`src/rtl/dff_ontransit_pkg.sv`:
```
// Shared definitions for the registered-on-transition run framers.
// Holds the controller state encoding and a width helper.
package dff_ontransit_pkg;

    typedef enum logic [1:0] {
        IDLE = 2'd0,
        RUN  = 2'd1,
        LAST = 2'd2
    } state_t;

    // Bits needed to hold values 0..v-1 (minimum 1 bit).
    function automatic int clog2(input int v);
        int r;
        r = 0;
        for (int i = 0; i < 32; i++) begin
            if ((1 << r) < v) r = r + 1;
        end
        if (r == 0) r = 1;
        return r;
    endfunction

endpackage

```
`src/rtl/dff_ontransit_cnt.sv`:
```
// Run framer: tracks runs of the run-request input and emits continue,
// end-of-run and overflow pulses plus the captured run length. Every
// output is registered together with the state, so it appears one cycle
// after the cycle that caused it. A programmable LAST gap guarantees idle
// cycles between runs.
// The run-request input is named do_req because "do" is a reserved word.
import dff_ontransit_pkg::*;

module dff_ontransit_cnt #(
    parameter int CNT_W   = 8,
    parameter int MAX_LEN = 200,
    parameter int GAP     = 2
) (
    input  logic             clk,
    input  logic             rst,
    input  logic             do_req,
    output logic             g,
    output logic             s,
    output logic             ovf,
    output logic [CNT_W-1:0] len,
    output logic             busy
);

    localparam int GCW = clog2(GAP + 1);
    localparam logic [CNT_W-1:0] MAXV    = CNT_W'(MAX_LEN);
    localparam logic [GCW-1:0]   GAP_END = GCW'(GAP - 1);

    if (MAX_LEN < 1 || MAX_LEN > (2 ** CNT_W) - 1) begin : g_bad_max_len
        $error("dff_ontransit_cnt: MAX_LEN out of range 1..2^CNT_W-1");
    end
    if (GAP < 1) begin : g_bad_gap
        $error("dff_ontransit_cnt: GAP must be at least 1");
    end

    state_t           state, state_nx;
    logic [CNT_W-1:0] cnt, cnt_nx;
    logic [GCW-1:0]   gcnt, gcnt_nx;
    logic             nx_g, nx_s, nx_ovf, nx_busy;
    logic [CNT_W-1:0] nx_len;

    // Next state, counters and the values every output will register.
    always_comb begin
        state_nx = state;
        cnt_nx   = cnt;
        gcnt_nx  = gcnt;
        nx_g     = 1'b0;
        nx_s     = 1'b0;
        nx_ovf   = 1'b0;
        nx_len   = len;
        case (state)
            IDLE: begin
                if (do_req) begin
                    state_nx = RUN;
                    cnt_nx   = CNT_W'(1);
                end
            end
            RUN: begin
                if (do_req && cnt < MAXV) begin
                    cnt_nx = cnt + CNT_W'(1);
                    nx_s   = 1'b1;
                end else begin
                    // Run ended either by do_req dropping or by hitting
                    // MAX_LEN; in the latter case cnt already equals MAXV.
                    state_nx = LAST;
                    nx_g     = 1'b1;
                    nx_ovf   = do_req;
                    nx_len   = cnt;
                    gcnt_nx  = '0;
                end
            end
            LAST: begin
                if (gcnt == GAP_END) begin
                    state_nx = IDLE;
                    cnt_nx   = '0;
                    gcnt_nx  = '0;
                end else begin
                    gcnt_nx = gcnt + GCW'(1);
                end
            end
            default: begin
                state_nx = IDLE;
                cnt_nx   = '0;
                gcnt_nx  = '0;
            end
        endcase
        nx_busy = (state_nx != IDLE);
    end

    // State, counters and outputs all update on the same edge.
    always_ff @(posedge clk) begin
        if (rst) begin
            state <= IDLE;
            cnt   <= '0;
            gcnt  <= '0;
            g     <= 1'b0;
            s     <= 1'b0;
            ovf   <= 1'b0;
            len   <= '0;
            busy  <= 1'b0;
        end else begin
            state <= state_nx;
            cnt   <= cnt_nx;
            gcnt  <= gcnt_nx;
            g     <= nx_g;
            s     <= nx_s;
            ovf   <= nx_ovf;
            len   <= nx_len;
            busy  <= nx_busy;
        end
    end

`ifndef SYNTHESIS
    // Readable state name for waveform viewers and debug prints.
    function automatic string state_name(input state_t st);
        case (st)
            IDLE:    return "IDLE";
            RUN:     return "RUN";
            LAST:    return "LAST";
            default: return "ILLEGAL";
        endcase
    endfunction
`endif

endmodule

```
`config.mk`:
```
export PLATFORM = sky130hd
export DESIGN_NAME = dff_ontransit_cnt
export DESIGN_NICKNAME = d
export VERILOG_FILES = /design/src/rtl/dff_ontransit_pkg.sv /design/src/rtl/dff_ontransit_cnt.sv
export SDC_FILE = /design/constraint.sdc
export NUM_CORES = 1
export LEC_CHECK = 0
export BUFFER_PORTS_ARGS = -buffer_cell sky130_fd_sc_hd__buf_2
export CAP_MARGIN = 40
export CORE_UTILIZATION = 58
export CTS_CLUSTER_DIAMETER = 200
export CTS_CLUSTER_SIZE = 16
export DETAILED_ROUTE_END_ITERATION = 8
export MAX_ROUTING_LAYER = met4
export PLACE_DENSITY = 0.79
export SLEW_MARGIN = 40
export SYNTH_ARGS = -nofsm -noshare
export SYNTH_HDL_FRONTEND = slang
export SYNTH_SLANG_ARGS = --single-unit
```
`constraint.sdc`:
```
create_clock -name clk -period 3.4 [get_ports clk]
set_clock_uncertainty 0.05 [all_clocks]
set_input_delay 0.17 -clock clk [delete_from_list [all_inputs] [get_ports clk]]
set_output_delay 0.17 -clock clk [all_outputs]
set_load 0.005 [all_outputs]
```
# == Yosys cells after proc, flatten, opt, wreduce, memory -nomap -nowiden ==
# Index checks and enable logic that the tools add are counted.
# totals
ff_bits,24
inputBits,3
# op_classes
add_sub_neg,2
order_cmp,1
n_eq_ne,7
muxes,13
n_bitwise,3
reduce_logical,8
# op_table
op,count
8-bit 2-to-1 mux,3
8-bit one-hot mux with 3 select lines,1
2-bit one-hot mux with 3 select lines,2
2-bit 2-to-1 mux,5
8-bit by 1-bit adder with 8-bit output (second input constant),1
8-bit less-than comparator (second input constant),1
2-bit != test (second input constant),4
2-bit by 1-bit == test with 1-bit output (second input constant),2
2-bit AND reduction,2
1-bit inverter,3
3-bit AND reduction,1
3-bit OR reduction,1
2-bit by 1-bit adder with 2-bit output (second input constant),1
2-bit == test (second input constant),1
2-bit zero test,1
1-bit 2-to-1 mux,2
2-bit nonzero test,1
2-bit OR reduction,1
1-bit logical AND,1

# == Depth between registers and ports, before layout ==
# Gate-level depths: netlist (run 1).
# depth
ltp_word,5
mapped_depth,6
depth_no_buf,5

# == Worst setup path before layout (run 1) ==
# OpenSTA, ideal clock, no wires.
# synth_timing
kind,register to register
from,register cnt[3]
to,register cnt[2]
t_arrival_ns,1.456
t_required_ns,3.280
path_slack_ns,1.824
path_stages_with_launch,6
path_buffers,1
path_cell_list,dfxtp_1 > o311ai_4 > nor2_2 > buf_6 > or4_1 > a21oi_1
# synth_via
elab_chain_cells,4
# synth_rtl
element,line_no,rtl
"start, declared",dff_ontransit_cnt.sv:36,"logic [CNT_W-1:0] cnt, cnt_nx;"
"start signal, assigned",dff_ontransit_cnt.sv:102,cnt <= cnt_nx;
8-bit less-than comparator,dff_ontransit_cnt.sv:58,if (do_req && cnt < MAXV) begin
1-bit logical AND,dff_ontransit_cnt.sv:58,
2-bit != test (no source line),-,
3-bit AND reduction (no source line),-,
# Every way passes these cells.
# A chain may end at the register's enable or synchronous reset.

# == Worst setup path after layout (run 1) ==
# layout_timing
from,register state[1]
to,register cnt[4]
# layout_via
elab_chain_cells,3
elab_cells_between_ends,8
# layout_rtl
element,line_no,rtl
"start, declared",dff_ontransit_cnt.sv:35,"state_t state, state_nx;"
"start signal, assigned",dff_ontransit_cnt.sv:101,state <= state_nx;
"2-bit == test, or another cell as far along",dff_ontransit_cnt.sv:50,case (state)
2-bit != test (no source line),-,
3-bit AND reduction (no source line),-,
# Parallel ways exist; a longest one is shown, timed or not.

==> run metrics, run 1 <==
drt drc=0; Die X=44.62 um; RSZ-0062 raised after global routing=no; period utilisation layout=0.5424; max-cap violation count=0; final non-filler cell area=0.001159 mm2; critical path arrival=2.02 ns; fin nets=130; global-route wire length before repair=2.925 mm; Max Slew Vio Count=0; post-DP HPWL=1.284 mm; Slew Limit Headroom=0.4533; Antenna Cells=0; Routed WL=1.883 mm; Rows=15; Worst-Skew Late Latency=0.31 ns; post-synthesis area per instance=9.323 um2; drt wl/cell=12.55 um; # Post-CTS Setup Buffers=0; PortBufs=14; final hold slack=0.08959 ns; Peak VDD IR=0.0002790 V; Seq cells post-synth=24; core area=0.001708 mm2; vias in the first global route=673; Seq/Total Area, Yosys=0.4561; RePlAce Congestion=0.8585; total power=477.1 uW; die area=0.001991 mm2; final setup violation count=0; Die Ht=44.62 um; Cell variety after synth=37; via/cell ratio=5.707; Final Hold Viols=0; Crit Path Max Fanout=12; top-area cell type share of the netlist area=0.4561; largest cells by area after synthesis=dfxtp_1, mux2i_1, a21oi_1; post-CTS sizing=0; Overflow after GRT=0; H-tree depth=1; WS Path Type=reg2reg; vias post-DR=856; Lkg Pwr=0.5149 nW; clk sinks=24; Root Driver=clkbuf_4; Syn-to-layout area delta=9.976%; io pins=15; clock tree buffer depth=2; Starting Density=0.6168; fill count=127; CTS tree=built; final core utilization=0.6784; Hold Buf Count CTS=0; Total Routing Usage GR=0.2108; number of antenna violations at the first check in global routing=0; CTS Buf Count=3; Post-Synthesis Cells=113; Final Critical Period=1.844 ns; largest net degree at the start of global routing=17; CP endpoint kind=flip-flop; Fmax=0.5422 GHz; synthesized cell area=0.001054 mm2; WP data required=3.57 ns; TNS Setup=0 ns; first drt pass iteration count=4; post-route antenna net violation count=0; Clock transition at path regs=0.12 ns; status=complete, no violations; Yosys warning count=0; Worst setup SP type=flip-flop; Cell Area, Placed=0.001122 mm2; cell taking the most area after synthesis=dfxtp_1; hold crit path type=in2reg; layout cell share with drive strength beyond 1=0.2000; P per Cell Area=411.8 mW/mm2; initial drt markers=19; slew of the pin with the lowest slew margin=0.8201 ns; syn nets=117
## worst paths after layout
kind         cells after the start      end  slack (ns)      from
max                              4   cnt[4]        1.56  state[1]
min                              3      ovf        0.09    do_req
max reg2reg                      4   cnt[4]        1.56  state[1]
min reg2reg                      1  gcnt[1]        0.42   gcnt[1]
## through the flow
| stage | worst slack, ns | cells |
|---|---|---|
| 2_1_floorplan | 1.824 | 113 |
| 3_3_place_gp | 1.667 | 146 |
| 3_5_place_dp | 1.641 | 146 |
| 4_1_cts | 1.612 | 150 |
| 5_1_grt | 1.446 | 150 |
| 6_report | 1.556 | 150 |
## cell usage in the layout (no fill, tap or decap), drive strengths merged, types with 2 or more instances in the layout
cell type  Yosys  routed
nand3          3       3
or2            2       2
nand2          7       7
o31ai          3       3
clkbuf         3       4
buf            4      15
or4            3       3
mux2i          9       9
inv            5       5
o311ai         2       2
nor2b          3       3
o22ai          2       2
o21ai          3       3
nand2b         2       2
nor2          12      12
nor3           3       3
a21oi          9       9
dfxtp         24      24
## metal layers
| metal | global-route usage | up-vias | wire length, um |
|---|---|---|---|
| met5 | - | - | 0 |
| met4 | 0.1515 | 0 | 53 |
| met3 | 0.03673 | 5 | 55 |
| met2 | 0.2941 | 19 | 844 |
| met1 | 0.2714 | 400 | 929 |
| li1 | - | 432 | - |
## final cells by class
type | instances | area, um2 | share of cell area
tap | 25 | 31.28 | 0.02700
clock buffer | 4 | 36.28 | 0.03132
timing repair buffer | 15 | 77.57 | 0.06695
sequential | 24 | 480.5 | 0.4147
multi-input combinational | 77 | 514.2 | 0.4438
inverter | 5 | 18.77 | 0.01620
## logic make-up after synthesis
| logic type | Yosys count | share of synthesized area |
|---|---|---|
| compound gates | 27 | 0.1948 |
| fa+ha+maj | 1 | 0.01187 |
| buf+inv | 12 | 0.05582 |
| flops | 24 | 0.4561 |
| mux | 9 | 0.08551 |
| simple gates | 40 | 0.1960 |
## state kept, by name, indices dropped and copies added (netlist names)
name,flops
cnt,8
len,8
gcnt,2
state,2
busy,1
g,1
ovf,1
s,1
## critical path, cell delays in order, from the launching register on
cell and delay (ns):
dfxtp_1 0.53, nand2b_1 0.15, o22ai_1 0.66, o311ai_0 0.25
o41ai_1 0.10
## synthesized netlist by cell type, drive strengths merged
| library cell | instances |
|---|---|
| nand2b | 2 |
| clkbuf | 3 |
| o211ai | 1 |
| a2111o | 1 |
| dfxtp | 24 |
| o311ai | 2 |
| a211oi | 1 |
| ha | 1 |
| o211a | 1 |
| o41ai | 1 |
| o311a | 1 |
| nor2 | 12 |
| o31ai | 3 |
| nor2b | 3 |
| inv | 5 |
| or4 | 3 |
| or3 | 1 |
| a41o | 1 |
| mux2i | 9 |
| buf | 4 |
| nor3 | 3 |
| nor4 | 1 |
| and4 | 1 |
| nand2 | 7 |
| a21oi | 9 |
| o2111ai | 1 |
| and2 | 1 |
| nand3 | 3 |
| o21ai | 3 |
| nand3b | 1 |
| or2 | 2 |
| o22ai | 2 |
## report_power, final
part	internal, mW	leakage (nW)	switching, mW
Combinational	0.0137	0.299	0.0217
Clock	0.0655	0.0210	0.0834
Sequential	0.287	0.195	0.00599
No activity file was read; power rests on OpenSTA's default activity.
==> run 2: changes to the inputs <==
--- a/config.mk
+++ b/config.mk
@@ -7,12 +7,12 @@
 export LEC_CHECK = 0
 export BUFFER_PORTS_ARGS = -buffer_cell sky130_fd_sc_hd__buf_2
 export CAP_MARGIN = 40
-export CORE_UTILIZATION = 58
+export CORE_UTILIZATION = 49
 export CTS_CLUSTER_DIAMETER = 200
 export CTS_CLUSTER_SIZE = 16
 export DETAILED_ROUTE_END_ITERATION = 8
 export MAX_ROUTING_LAYER = met4
-export PLACE_DENSITY = 0.79
+export PLACE_DENSITY = 0.71
 export SLEW_MARGIN = 40
 export SYNTH_ARGS = -nofsm -noshare
 export SYNTH_HDL_FRONTEND = slang
==> constraint.sdc (replaced) <==
create_clock -name clk -period 1.65 [get_ports clk]
set_clock_uncertainty 0.05 [all_clocks]
set_input_delay 0.0825 -clock clk [delete_from_list [all_inputs] [get_ports clk]]
set_output_delay 0.0825 -clock clk [all_outputs]
set_load 0.005 [all_outputs]
==> run metrics, run 2 (synthesis results as in run 1) <==
first drt pass iteration count=4 (unchanged); Slew Limit Headroom=0.7813 (was 0.4533); min-delay src=rst (was do_req); initial drt markers=21 (was 19); Crit Path Max Fanout=12 (unchanged); largest net degree at the start of global routing=17 (unchanged); P per Cell Area=868.3 mW/mm2 (was 411.8 mW/mm2); # Post-CTS Setup Buffers=0 (unchanged); Psw=246.2 uW (was 111.1 uW); Lkg Pwr=0.5825 nW (was 0.5149 nW); non-filler cells, final=163 (was 150); io pins=15 (unchanged); Reg-to-Reg Start=cnt[4] (was state[1]); H-tree depth=1 (unchanged); Final Hold Viols=0 (unchanged); Starting Density=0.5316 (was 0.6168); CP max stage delay=0.53 ns (was 0.66 ns); Syn-to-layout area delta=23.16% (was 9.976%); layout cell share with drive strength beyond 1=0.2941 (was 0.2000); die area=0.002340 mm2 (was 0.001991 mm2); Routed WL=2.237 mm (was 1.883 mm); delay-heaviest family, CP=simple AND/OR/NAND/NOR gates (was compound AO/OA/AOI/OAI gates); Final Critical Period=1.613 ns (was 1.844 ns); most common cell after layout, fill and taps aside=dfxtp_1 (unchanged); Slowest cell on crit path=or4_1 (was o22ai_1); Overflow after GRT=0 (unchanged); final setup violation count=0 (unchanged); period utilisation layout=0.9775 (was 0.5424); clock tree buffer depth=2 (unchanged); Fmax=0.6200 GHz (was 0.5422 GHz); Peak VDD IR=0.0006035 V (was 0.0002790 V); drt drc=0 (unchanged); status=complete, no violations (unchanged); global-route wire length before repair=3.691 mm (was 2.925 mm); number of antenna violations at the first check in global routing=0 (unchanged); sequential power share=0.533 (was 0.614); via/cell ratio=5.626 (was 5.707); CP endpoint kind=flip-flop (unchanged); Worst setup SP type=flip-flop (unchanged); WP data required=1.86 ns (was 3.57 ns); worst hold path stage count=2 (was 3); most frequent cells in the layout=dfxtp_1, buf_2, nor2_1 (unchanged); biggest regs=cnt x8, len x8 (unchanged); RePlAce Congestion=0.8195 (was 0.8585); area of the multi-input gates=539.3 um2 (was 514.2 um2); max-cap violation count=0 (unchanged); post-DP HPWL=1.569 mm (was 1.284 mm); CTS Buf Count=3 (unchanged); post-route antenna net violation count=0 (unchanged); reg2reg end=cnt[3] (was cnt[4]); slew of the pin with the lowest slew margin=0.3239 ns (was 0.8201 ns); Root Driver=clkbuf_4 (unchanged); Rows=16 (was 15); core area=0.001982 mm2 (was 0.001708 mm2); share of total power in the clock network=0.378 (was 0.312); P_int=880.5 uW (was 366.0 uW); Worst-Skew Late Latency=0.32 ns (was 0.31 ns); hold path endpoint=len[1] (was ovf); drt wl/cell=13.72 um (was 12.55 um); total area of sequential cells=483.0 um2 (was 480.5 um2); CTS tree=built (unchanged); Die X=48.37 um (was 44.62 um); vias in the first global route=833 (was 673); WS Path Type=reg2reg (unchanged); WP depth=4 (unchanged); final hold slack=0.06487 ns (was 0.08959 ns); clk sinks=24 (unchanged); Cell Chain, Critical Path=o311ai_4 > nor2_4 > or4_1 > a21oi_1 (was nand2b_1 > o22ai_1 > o311ai_0 > o41ai_1); PortBufs=14 (unchanged); R2R Setup Slk=0.04 ns (was 1.56 ns); Post-Place Cells=158 (was 146); vias post-DR=917 (was 856); fin nets=141 (was 130); switching share of power=0.2185 (was 0.2328); Total Routing Usage GR=0.2146 (was 0.2108); path depth of the worst reg2reg path=4 (unchanged); critical path arrival=1.82 ns (was 2.02 ns); Combinational Power Share=0.089 (was 0.074); Max Slew Vio Count=0 (unchanged); Clock transition at path regs=0.14 ns (was 0.12 ns); Die Ht=48.37 um (was 44.62 um); hold crit path type=in2reg (unchanged); fill count=168 (was 127); worst path bufs/invs=0 (unchanged); total power=1.127 mW (was 477.1 uW); Antenna Cells=0 (unchanged)
-- run 2: power groups by stage --
stage               combinational [mW]  clock (mW)  sequential (mW)
global placement                0.0898           0            0.612
global route                     0.109       0.456            0.601
floorplan                       0.0609           0            0.610
CTS                             0.0965       0.432            0.600
finish                           0.100       0.426            0.600
detailed placement              0.0922           0            0.612
-- run 2: timing repair --
item,in CTS,in global routing
hold buffers,1,0
pin swaps,0,2
endpoints found under the hold margin,1,0
gates resized for setup,2,7
endpoints found under the setup margin,7,11
-- run 2: layout make-up --
cell class	instances	area share
tap	27	0.02604
clock inverter	1	0.02314
inverter	5	0.01446
clock buffer	3	0.01736
timing repair buffer	26	0.1311
multi-input combinational	77	0.4156
sequential	24	0.3722
-- run 2: worst max path at each step --
stage	from	endpoint	slack, ns
5_1_grt	cnt[3]	len[1]	-0.02
2_1_floorplan	cnt[3]	cnt[2]	0.07
3_5_place_dp	cnt[3]	len[5]	-0.04
4_1_cts	cnt[3]	cnt[3]	0.007
3_3_place_gp	cnt[3]	len[1]	0.04
6_report	cnt[4]	cnt[3]	0.04
-- run 2: worst reg2reg max path: stages (launching register included) --
cell,delay (ns)
dfxtp_2,0.37
o311ai_4,0.34
nor2_4,0.12
or4_1,0.53
a21oi_1,0.15
-- run 2: through the flow --
step                setup TNS, ns  worst slack [ns]    util  instance area [um2]
finish                          0           0.03707  0.6547                 1297
floorplan                       0           0.07426       -                 1054
detailed placement       -0.07185          -0.03511  0.6054                 1200
CTS                             0          0.006851  0.6408                 1270
global route             -0.01717          -0.01520  0.6547                 1297
global placement                0           0.04074  0.6054                 1200
-- run 2: metal layers --
| layer | vias to the layer above | global-route usage | share of wire |
|---|---|---|---|
| met2 | 28 | 0.3615 | 0.48 |
| li1 | 455 | - | - |
| met4 | 0 | 0.1127 | 0.026 |
| met5 | - | - | 0 |
| met3 | 7 | 0.03774 | 0.043 |
| met1 | 427 | 0.2431 | 0.45 |
